$ cat src/rtl/alu_issue.sv
// rtl/alu_issue.sv - RV64I decode-and-issue stage feeding the ALU through a one-entry ID/EX register
// Decodes the ALU, load/store and beq subset into operands, select and control bits.
module alu_issue #(
    parameter int XLEN = 64
) (
    input  logic            i_clk,
    input  logic            i_rst_n,
    input  logic            i_in_valid,
    output logic            o_in_ready,
    input  logic [31:0]     i_instr,
    input  logic [XLEN-1:0] i_rs1_data,
    input  logic [XLEN-1:0] i_rs2_data,
    input  logic            i_flush,
    output logic            o_out_valid,
    input  logic            i_out_ready,
    output logic [XLEN-1:0] o_op1,
    output logic [XLEN-1:0] o_op2,
    output logic [3:0]      o_alu_sel,
    output logic [4:0]      o_rd,
    output logic            o_reg_write,
    output logic            o_mem_read,
    output logic            o_mem_write,
    output logic            o_branch,
    output logic            o_illegal
);

    localparam logic [3:0] SEL_AND = 4'b0000;
    localparam logic [3:0] SEL_OR  = 4'b0001;
    localparam logic [3:0] SEL_ADD = 4'b0010;
    localparam logic [3:0] SEL_SUB = 4'b0110;

    localparam logic [6:0] OPC_R  = 7'b0110011;
    localparam logic [6:0] OPC_I  = 7'b0010011;
    localparam logic [6:0] OPC_LD = 7'b0000011;
    localparam logic [6:0] OPC_SD = 7'b0100011;
    localparam logic [6:0] OPC_BR = 7'b1100011;

    logic [6:0]      w_opcode;
    logic [2:0]      w_f3;
    logic [6:0]      w_f7;
    logic [XLEN-1:0] w_imm_i;
    logic [XLEN-1:0] w_imm_s;

    logic [XLEN-1:0] w_op1;
    logic [XLEN-1:0] w_op2;
    logic [3:0]      w_sel;
    logic [4:0]      w_rd;
    logic            w_reg_write;
    logic            w_mem_read;
    logic            w_mem_write;
    logic            w_branch;
    logic            w_illegal;
    logic            w_accept;

    logic            r_valid;
    logic [XLEN-1:0] r_op1;
    logic [XLEN-1:0] r_op2;
    logic [3:0]      r_sel;
    logic [4:0]      r_rd;
    logic            r_reg_write;
    logic            r_mem_read;
    logic            r_mem_write;
    logic            r_branch;
    logic            r_illegal;

    assign w_opcode = i_instr[6:0];
    assign w_f3     = i_instr[14:12];
    assign w_f7     = i_instr[31:25];
    assign w_imm_i  = {{(XLEN-12){i_instr[31]}}, i_instr[31:20]};
    assign w_imm_s  = {{(XLEN-12){i_instr[31]}}, i_instr[31:25], i_instr[11:7]};

    // Unrecognised encodings fall through to the all-zero illegal record.
    always_comb begin
        w_op1       = '0;
        w_op2       = '0;
        w_sel       = SEL_AND;
        w_rd        = 5'd0;
        w_reg_write = 1'b0;
        w_mem_read  = 1'b0;
        w_mem_write = 1'b0;
        w_branch    = 1'b0;
        w_illegal   = 1'b1;
        case (w_opcode)
            OPC_R: begin
                if (w_f7 == 7'b0000000 && (w_f3 == 3'b000 || w_f3 == 3'b111 || w_f3 == 3'b110)) begin
                    w_illegal = 1'b0;
                    w_sel     = (w_f3 == 3'b000) ? SEL_ADD : (w_f3 == 3'b111) ? SEL_AND : SEL_OR;
                end else if (w_f7 == 7'b0100000 && w_f3 == 3'b000) begin
                    w_illegal = 1'b0;
                    w_sel     = SEL_SUB;
                end
                if (!w_illegal) begin
                    w_op1       = i_rs1_data;
                    w_op2       = i_rs2_data;
                    w_rd        = i_instr[11:7];
                    w_reg_write = 1'b1;
                end
            end
            OPC_I: begin
                if (w_f3 == 3'b000 || w_f3 == 3'b111 || w_f3 == 3'b110) begin
                    w_illegal   = 1'b0;
                    w_sel       = (w_f3 == 3'b000) ? SEL_ADD : (w_f3 == 3'b111) ? SEL_AND : SEL_OR;
                    w_op1       = i_rs1_data;
                    w_op2       = w_imm_i;
                    w_rd        = i_instr[11:7];
                    w_reg_write = 1'b1;
                end
            end
            OPC_LD: begin
                if (w_f3 == 3'b011) begin
                    w_illegal   = 1'b0;
                    w_sel       = SEL_ADD;
                    w_op1       = i_rs1_data;
                    w_op2       = w_imm_i;
                    w_rd        = i_instr[11:7];
                    w_reg_write = 1'b1;
                    w_mem_read  = 1'b1;
                end
            end
            OPC_SD: begin
                if (w_f3 == 3'b011) begin
                    w_illegal   = 1'b0;
                    w_sel       = SEL_ADD;
                    w_op1       = i_rs1_data;
                    w_op2       = w_imm_s;
                    w_mem_write = 1'b1;
                end
            end
            OPC_BR: begin
                if (w_f3 == 3'b000) begin
                    w_illegal = 1'b0;
                    w_sel     = SEL_SUB;
                    w_op1     = i_rs1_data;
                    w_op2     = i_rs2_data;
                    w_branch  = 1'b1;
                end
            end
            default: ;
        endcase
    end

    assign o_in_ready = !r_valid || i_out_ready;
    // Flush blocks capture even though in_ready may read 1.
    assign w_accept   = i_in_valid && o_in_ready && !i_flush;

    always_ff @(posedge i_clk or negedge i_rst_n) begin
        if (!i_rst_n) begin
            r_valid     <= 1'b0;
            r_op1       <= '0;
            r_op2       <= '0;
            r_sel       <= SEL_AND;
            r_rd        <= 5'd0;
            r_reg_write <= 1'b0;
            r_mem_read  <= 1'b0;
            r_mem_write <= 1'b0;
            r_branch    <= 1'b0;
            r_illegal   <= 1'b0;
        end else if (w_accept) begin
            r_valid     <= 1'b1;
            r_op1       <= w_op1;
            r_op2       <= w_op2;
            r_sel       <= w_sel;
            r_rd        <= w_rd;
            r_reg_write <= w_reg_write;
            r_mem_read  <= w_mem_read;
            r_mem_write <= w_mem_write;
            r_branch    <= w_branch;
            r_illegal   <= w_illegal;
        end else if (i_flush || i_out_ready) begin
            r_valid     <= 1'b0;
        end
    end

    assign o_out_valid = r_valid;
    assign o_op1       = r_op1;
    assign o_op2       = r_op2;
    assign o_alu_sel   = r_sel;
    assign o_rd        = r_rd;
    assign o_reg_write = r_reg_write;
    assign o_mem_read  = r_mem_read;
    assign o_mem_write = r_mem_write;
    assign o_branch    = r_branch;
    assign o_illegal   = r_illegal;

endmodule

$ cat config.mk
export PLATFORM = sky130hd
export DESIGN_NAME = alu_issue
export DESIGN_NICKNAME = d
export VERILOG_FILES = /design/src/rtl/alu_issue.sv
export SDC_FILE = /design/constraint.sdc
export NUM_CORES = 1
export LEC_CHECK = 0
export ABC_AREA = 0
export ABC_CLOCK_PERIOD_IN_PS = 3800
export BUFFER_PORTS_ARGS = -buffer_cell sky130_fd_sc_hd__clkbuf_2
export CORE_AREA = 2 2 119 121
export CTS_CLUSTER_SIZE = 25
export DETAILED_ROUTE_END_ITERATION = 10
export DIE_AREA = 0 0 121 123
export PLACE_DENSITY = 0.8
export SYNTH_ARGS = -nofsm -noshare
export SYNTH_HDL_FRONTEND = slang
export SYNTH_SLANG_ARGS = --single-unit
$ cat constraint.sdc
create_clock -name i_clk -period 3.8 [get_ports i_clk]
set_input_delay 0.57 -clock i_clk [delete_from_list [all_inputs] [get_ports i_clk]]
set_output_delay 0.57 -clock i_clk [all_outputs]
set_load 0.02 [all_outputs]
==> results_dict.tcl, run 1 <==
set metrics [dict create \
    rsz0062_at_grt "false" \
    numPortBuffers 302 \
    synth-seq-area-share_pct 56.6 \
    setup_viol_count_final 0 \
    slew_violations 0 \
    slowest_stage "a2111oi_2" \
    drv_cap 0 \
    cts_sinks 142 \
    route.detailed.drc 0 \
    grt_pass1_vias 5354 \
    drive_above_1_share_pct 44.4 \
    place_hpwl_mm 12.5 \
    vias_per_cell 5.87 \
    cp_max_fo 66 \
    postCtsSetupBuffers 0 \
    synth-compound-area-share_pct 24.9 \
    drt_iter0_drc 451 \
    status "finished clean" \
    arrival_ns 2.88 \
    period_share_pct 66.8 \
    cts_tree "yes" \
    yosysUniqueCellTypes 46 \
    critPathCaptureType "flip-flop" \
    cts_buffer_depth 2 \
    tns_ns 0 \
    antenna_found_initial 0 \
    muxShareOfSynthArea_pct 0 \
    post_cts_resized 0 \
    core_sq_mm 0.0136 \
    dp.cells 940 \
    fin_util_pct 62.2 \
    layout_min_cycle_time_ns 2.54 \
    hold_buffers 0 \
    antenna_cells 0 \
    cts_root_buf "clkbuf_16" \
    syn_avg_cell_area_sq_um 12.3 \
    vias 5703 \
    synth_warnings 0 \
    n_fill_cell 1102 \
    worstPathCellList "clkbuf_2 -> nand4bb_1 -> a2111oi_2 -> o211a_4 -> buf_4 -> a221o_1" \
    routabilityCongestion 0.786 \
    p_per_area_mw_per_mm2 430 \
    synth_fa_ha_area_share_pct 0 \
    finClkSkew_ns 0.00597 \
    synth-seq-cells 142 \
    ir_drop_uv 265 \
    hold_class "primary input to asynchronous set/reset pin" \
    multi_input_area_sq_mm 0.00240 \
    die_h_um 123 \
    fmax_ghz 0.394 \
    final_cells 972 \
    syn_inst 508 \
    layout.area.seq_sq_mm 0.00355 \
    area_delta_synth_final_pct 34.9 \
    placementRows 43 \
    firstDrtPassIters 5 \
    path_class "primary input to flip-flop" \
    path_buf_inv 2 \
    start_util_pct 46.1 \
    worstSkewPairLatency_ns 0.41 \
    antenna_left 0 \
    synth.net_count 673 \
    synth_top_family_by_area "compound AO/OA/AOI/OAI gates" \
    slowest_delay_ns 0.69 \
    crit_required_ns 4.14 \
    overflow 0 \
    fin_nets 944 \
    synthXorXnorAreaFrac_pct 0 \
    relSlewSlack_pct 36.8 \
    syn-cell-area_sq_mm 0.00627 \
    cts.clk_slew.worst_paths_ns 0.06 \
    start_kind "primary input" \
    p_leak_nw 4.78 \
    die-area_sq_mm 0.0149 \
    critical_path.top_delay_family "compound AO/OA/AOI/OAI gates" \
    htreeDepth 4 \
    hold_violations 0 \
    finalWirelength_mm 18.5 \
    grt_start_max_net_pins 99 \
    routedWlPerCell_um 19.0 \
    cts_buffers 17 \
    r2r_start "o_out_valid" \
    tightest_slew_ns 0.939 \
    post_synth_and_or_nand_nor_area_fraction_pct 12.9 \
    die_w_um 121 \
    track_usage_pct 24.3 \
    critPathLaunch "i_instr[2]" \
    boundaryPins 309 \
    grt_first_pass_wirelength_mm 28.2 \
]
==> registers in the layout, summed over array words and instances (netlist names) <==
| register | flops |
|---|---|
| o_op1 | 64 |
| o_branch | 1 |
| o_mem_write | 1 |
| o_reg_write | 1 |
| o_op2 | 64 |
| o_alu_sel | 3 |
| o_illegal | 1 |
| o_out_valid | 1 |
| o_mem_read | 1 |
| o_rd | 5 |
==> cell usage after synthesis, drive strengths merged <==
cell type  instances  area, sq um
or4                1         11.3
nand4bb            1         11.3
a31oi              6         37.5
nand3              9         45.0
a2111oi            1         15.0
o211ai             6         58.8
a2111o             1         11.3
o31ai              2         15.0
clkbuf            29          109
nand2             17         63.8
dfrtp            142         3550
nor4               4         31.3
conb               1         3.75
nor2              12         45.0
a22oi              1         7.51
nor4b              1         8.76
a21bo              1         10.0
and3              71          444
nand3b             5         37.5
a21o               1         7.51
nor2b              3         18.8
o32ai              1         8.76
or2                3         18.8
or4b               1         13.8
or3                1         6.26
nand4b             1         8.76
a21oi              2         13.8
or4bb              1         11.3
buf               29          213
a21boi             6         45.0
o211a              2         20.0
a221o            125         1250
a22o               1         8.76
o21ai              8         40.0
nand2b             3         18.8
nor4bb             1         10.0
inv                6         22.5
nor3               1         5.00
a211oi             1         12.5
==> final timing paths <==
check | slack, ns | endpoint | cells after the start
min in group i_clk | 0.33 | o_out_valid | 2
min reg2reg | 0.48 | o_branch | 1
max | 1.26 | o_op2[63] | 6
max reg2reg | 1.31 | o_rd[2] | 6
max in group asynchronous | 2.59 | o_op2[44] | 2
min | 0.23 | o_op2[4] | 1
==> worst register-to-register path: stages, from the launching register on <==
cell and delay (ns):
dfrtp_1 0.35, nor2b_1 0.46, inv_1 0.30, nand2_4 0.64, buf_12 0.39, nand2_1 0.14, o21ai_0 0.11
==> layout by cell type (no fill, tap or decap), types with 2 or more instances in the layout <==
master,instances
a21boi_0,6
a221o_1,125
a31oi_1,6
and3_1,70
buf_4,7
bufinv_16,6
clkbuf_1,4
clkbuf_16,17
clkbuf_2,301
clkbuf_8,2
dfrtp_1,142
inv_1,6
nand2_1,16
nand2b_1,3
nand3_1,9
nand3b_1,5
nor2_1,12
nor2b_1,3
nor4_1,3
o211ai_1,5
o21ai_0,8
o31ai_1,2
or2_2,3
==> logic make-up (layout without fill, tap and decap cells) <==
| family | after synthesis | count (layout) |
|---|---|---|
| other cells | 1 | 1 |
| compound gates | 165 | 165 |
| flops | 142 | 142 |
| buf+inv | 64 | 348 |
| simple gates | 136 | 136 |
==> metal layers <==
metal | wire [um] | vias up | GRT usage, %
li1 | - | 2579 | -
met1 | 7540 | 2816 | 31.6
met2 | 9340 | 271 | 40.0
met3 | 1160 | 37 | 5.03
met4 | 463 | 0 | 9.81
met5 | 0 | - | 0
==> report_power, final <==
part	internal [mW]	total, mW	leakage (nW)	switching (mW)
clock	1.27	1.89	0.322	0.617
sequential	1.52	1.52	1.98	0.00370
combinational	0.0836	0.227	2.48	0.143
==> final cells by class <==
cell class,count,share of cell area (%)
flip-flops and latches,142,42.0
multi-input cells,302,28.4
clock buffers,23,5.53
repair buffers,310,18.8
well taps,180,2.66
inverters,6,0.266
clock inverters,9,2.42
==> metrics by stage <==
stage	hold slack (ns)	instance area [sq um]	power [mW]	worst slack, ns
floorplan	0.274	6270	1.63	1.71
global route	0.311	8470	3.77	1.09
detailed placement	0.470	7790	1.78	0.859
CTS	0.283	8470	3.67	1.30
global placement	0.463	7790	1.77	0.993
finish	0.226	8470	3.64	1.26
Note: power is estimated with default switching activity, not from simulation.
==> inputs of run 2 (changes only) <==
Settings changed: ABC_CLOCK_PERIOD_IN_PS 3800 to 2100, CORE_AREA 2 2 119 121 to not set, CORE_ASPECT_RATIO set to 2, CORE_UTILIZATION set to 42, DIE_AREA 0 0 121 123 to not set, PLACE_DENSITY 0.8 to 0.77.
Clock period 3.8 ns to 2.1 ns, I/O delays scaled along.
==> results_dict.tcl, run 2 (synthesis results as in run 1) <==
set metrics [dict create \
    status "finished clean" \
    hold_class "primary input to flip-flop" \
    die_w_um 88.4 \
    area_delta_synth_final_pct 39.4 \
    fin_nets 967 \
    post_cts_resized 0 \
    relSlewSlack_pct 66.3 \
    period_share_pct 90.6 \
    p_per_area_mw_per_mm2 753 \
    core_sq_mm 0.0145 \
    critPathCaptureType "flip-flop" \
    track_usage_pct 25.7 \
    htreeDepth 4 \
    final_common_cell "clkbuf_2" \
    cts_sinks 142 \
    firstDrtPassIters 5 \
    setup_viol_count_final 0 \
    antenna_left 0 \
    tightest_slew_ns 0.506 \
    place_area_sq_mm 0.00807 \
    cts_buffers 17 \
    arrival_ns 2.19 \
    final_cells 1006 \
    die_h_um 175 \
    final_cell_area_sq_mm 0.00874 \
    path_class "flip-flop to flip-flop" \
    fmax_ghz 0.526 \
    drive_above_1_share_pct 45.9 \
    cts_tree "yes" \
    die-area_sq_mm 0.0155 \
    grt_start_max_net_pins 80 \
    ir_drop_uv 515 \
    place_hpwl_mm 14.3 \
    crit_required_ns 2.39 \
    boundaryPins 309 \
    tns_ns 0 \
    cts.clk_slew.worst_paths_ns 0.06 \
    finalWirelength_mm 19.8 \
    slowest_stage "a221o_1" \
    layout_min_cycle_time_ns 1.90 \
    placementRows 62 \
    slowest_delay_ns 0.39 \
    dpl_worst_slack_ns 0.000846 \
    start_kind "flip-flop" \
    worstPathCellList "nor2b_1 -> buf_4 -> inv_1 -> nand2_4 -> buf_12 -> a221o_1" \
    grt_pass1_vias 5703 \
    rsz0062_at_grt "false" \
    slew_violations 0 \
    cts_buffer_depth 2 \
    drt_iter0_drc 321 \
    worstSkewPairLatency_ns 0.41 \
    vias 5812 \
    grt_first_pass_wirelength_mm 29.9 \
    mostFrequentLayoutCells "clkbuf_2 (301), dfrtp_1 (142), a221o_1 (125)" \
    p_leak_nw 4.92 \
    antenna_cells 0 \
    vias_per_cell 5.78 \
    hold_violations 0 \
    route.detailed.drc 0 \
    layout_setup_ws_ns 0.197 \
    n_fill_cell 1243 \
    cts_root_buf "clkbuf_16" \
    routedWlPerCell_um 19.7 \
    critical_path.top_delay_family "buffers and inverters" \
    cp_max_fo 79 \
    numPortBuffers 302 \
    dp.cells 974 \
    antenna_found_initial 0 \
    drv_cap 0 \
    finClkSkew_ns 0.00524 \
    overflow 0 \
    postCtsSetupBuffers 0 \
    routabilityCongestion 0.863 \
    path_buf_inv 3 \
    r2r_setup_slack_ns 0.20 \
    start_util_pct 43.2 \
]
-- run 2: cell type report --
type	count	area [sq um]	share of cell area, %
flip-flops and latches	142	3550	40.6
clock buffers	21	450	5.15
inverters	6	22.5	0.258
well taps	192	240	2.75
clock inverters	10	211	2.42
multi-input cells	302	2400	27.5
repair buffers	333	1870	21.3
-- run 2: timing repair --
item,CTS,global route
hold endpoints to repair,40,0
hold buffers,1,0
setup endpoints to repair,0,0
-- run 2: per-stage QoR --
step                hold WS (ns)  util [%]  total power, mW
detailed placement         0.259      55.6             3.25
CTS                       0.0736      60.3             6.65
global route              0.0794      60.3             6.81
finish                    0.0888      60.3             6.59
floorplan                 0.0194         -             2.95
global placement           0.256      55.6             3.24
-- run 2: path summary, 6_finish.rpt --
path | start | end | cells after the start
max | o_out_valid | o_op1[36] | 6
min | i_flush | o_out_valid | 2
max reg2reg | o_out_valid | o_op1[36] | 6
min reg2reg | o_reg_write | o_reg_write | 2
max in group asynchronous | i_rst_n | o_op2[11] | 3
min in group asynchronous | i_rst_n | o_op1[5] | 2
-- run 2: power breakdown --
| group | switching (mW) | leakage, nW | internal, mW |
|---|---|---|---|
| logic | 0.270 | 2.62 | 0.178 |
| clock network | 1.13 | 0.321 | 2.26 |
| registers | 0.00619 | 1.98 | 2.75 |
-- run 2: metal layers --
layer / GRT usage (%) / share of wire [%] / vias to the layer above
li1: - / - / 2637
met2: 45.4 / 54 / 259
met4: 13.4 / 4.3 / 0
met3: 5.72 / 5.7 / 57
met1: 27.5 / 36 / 2859
met5: 0 / 0 / -
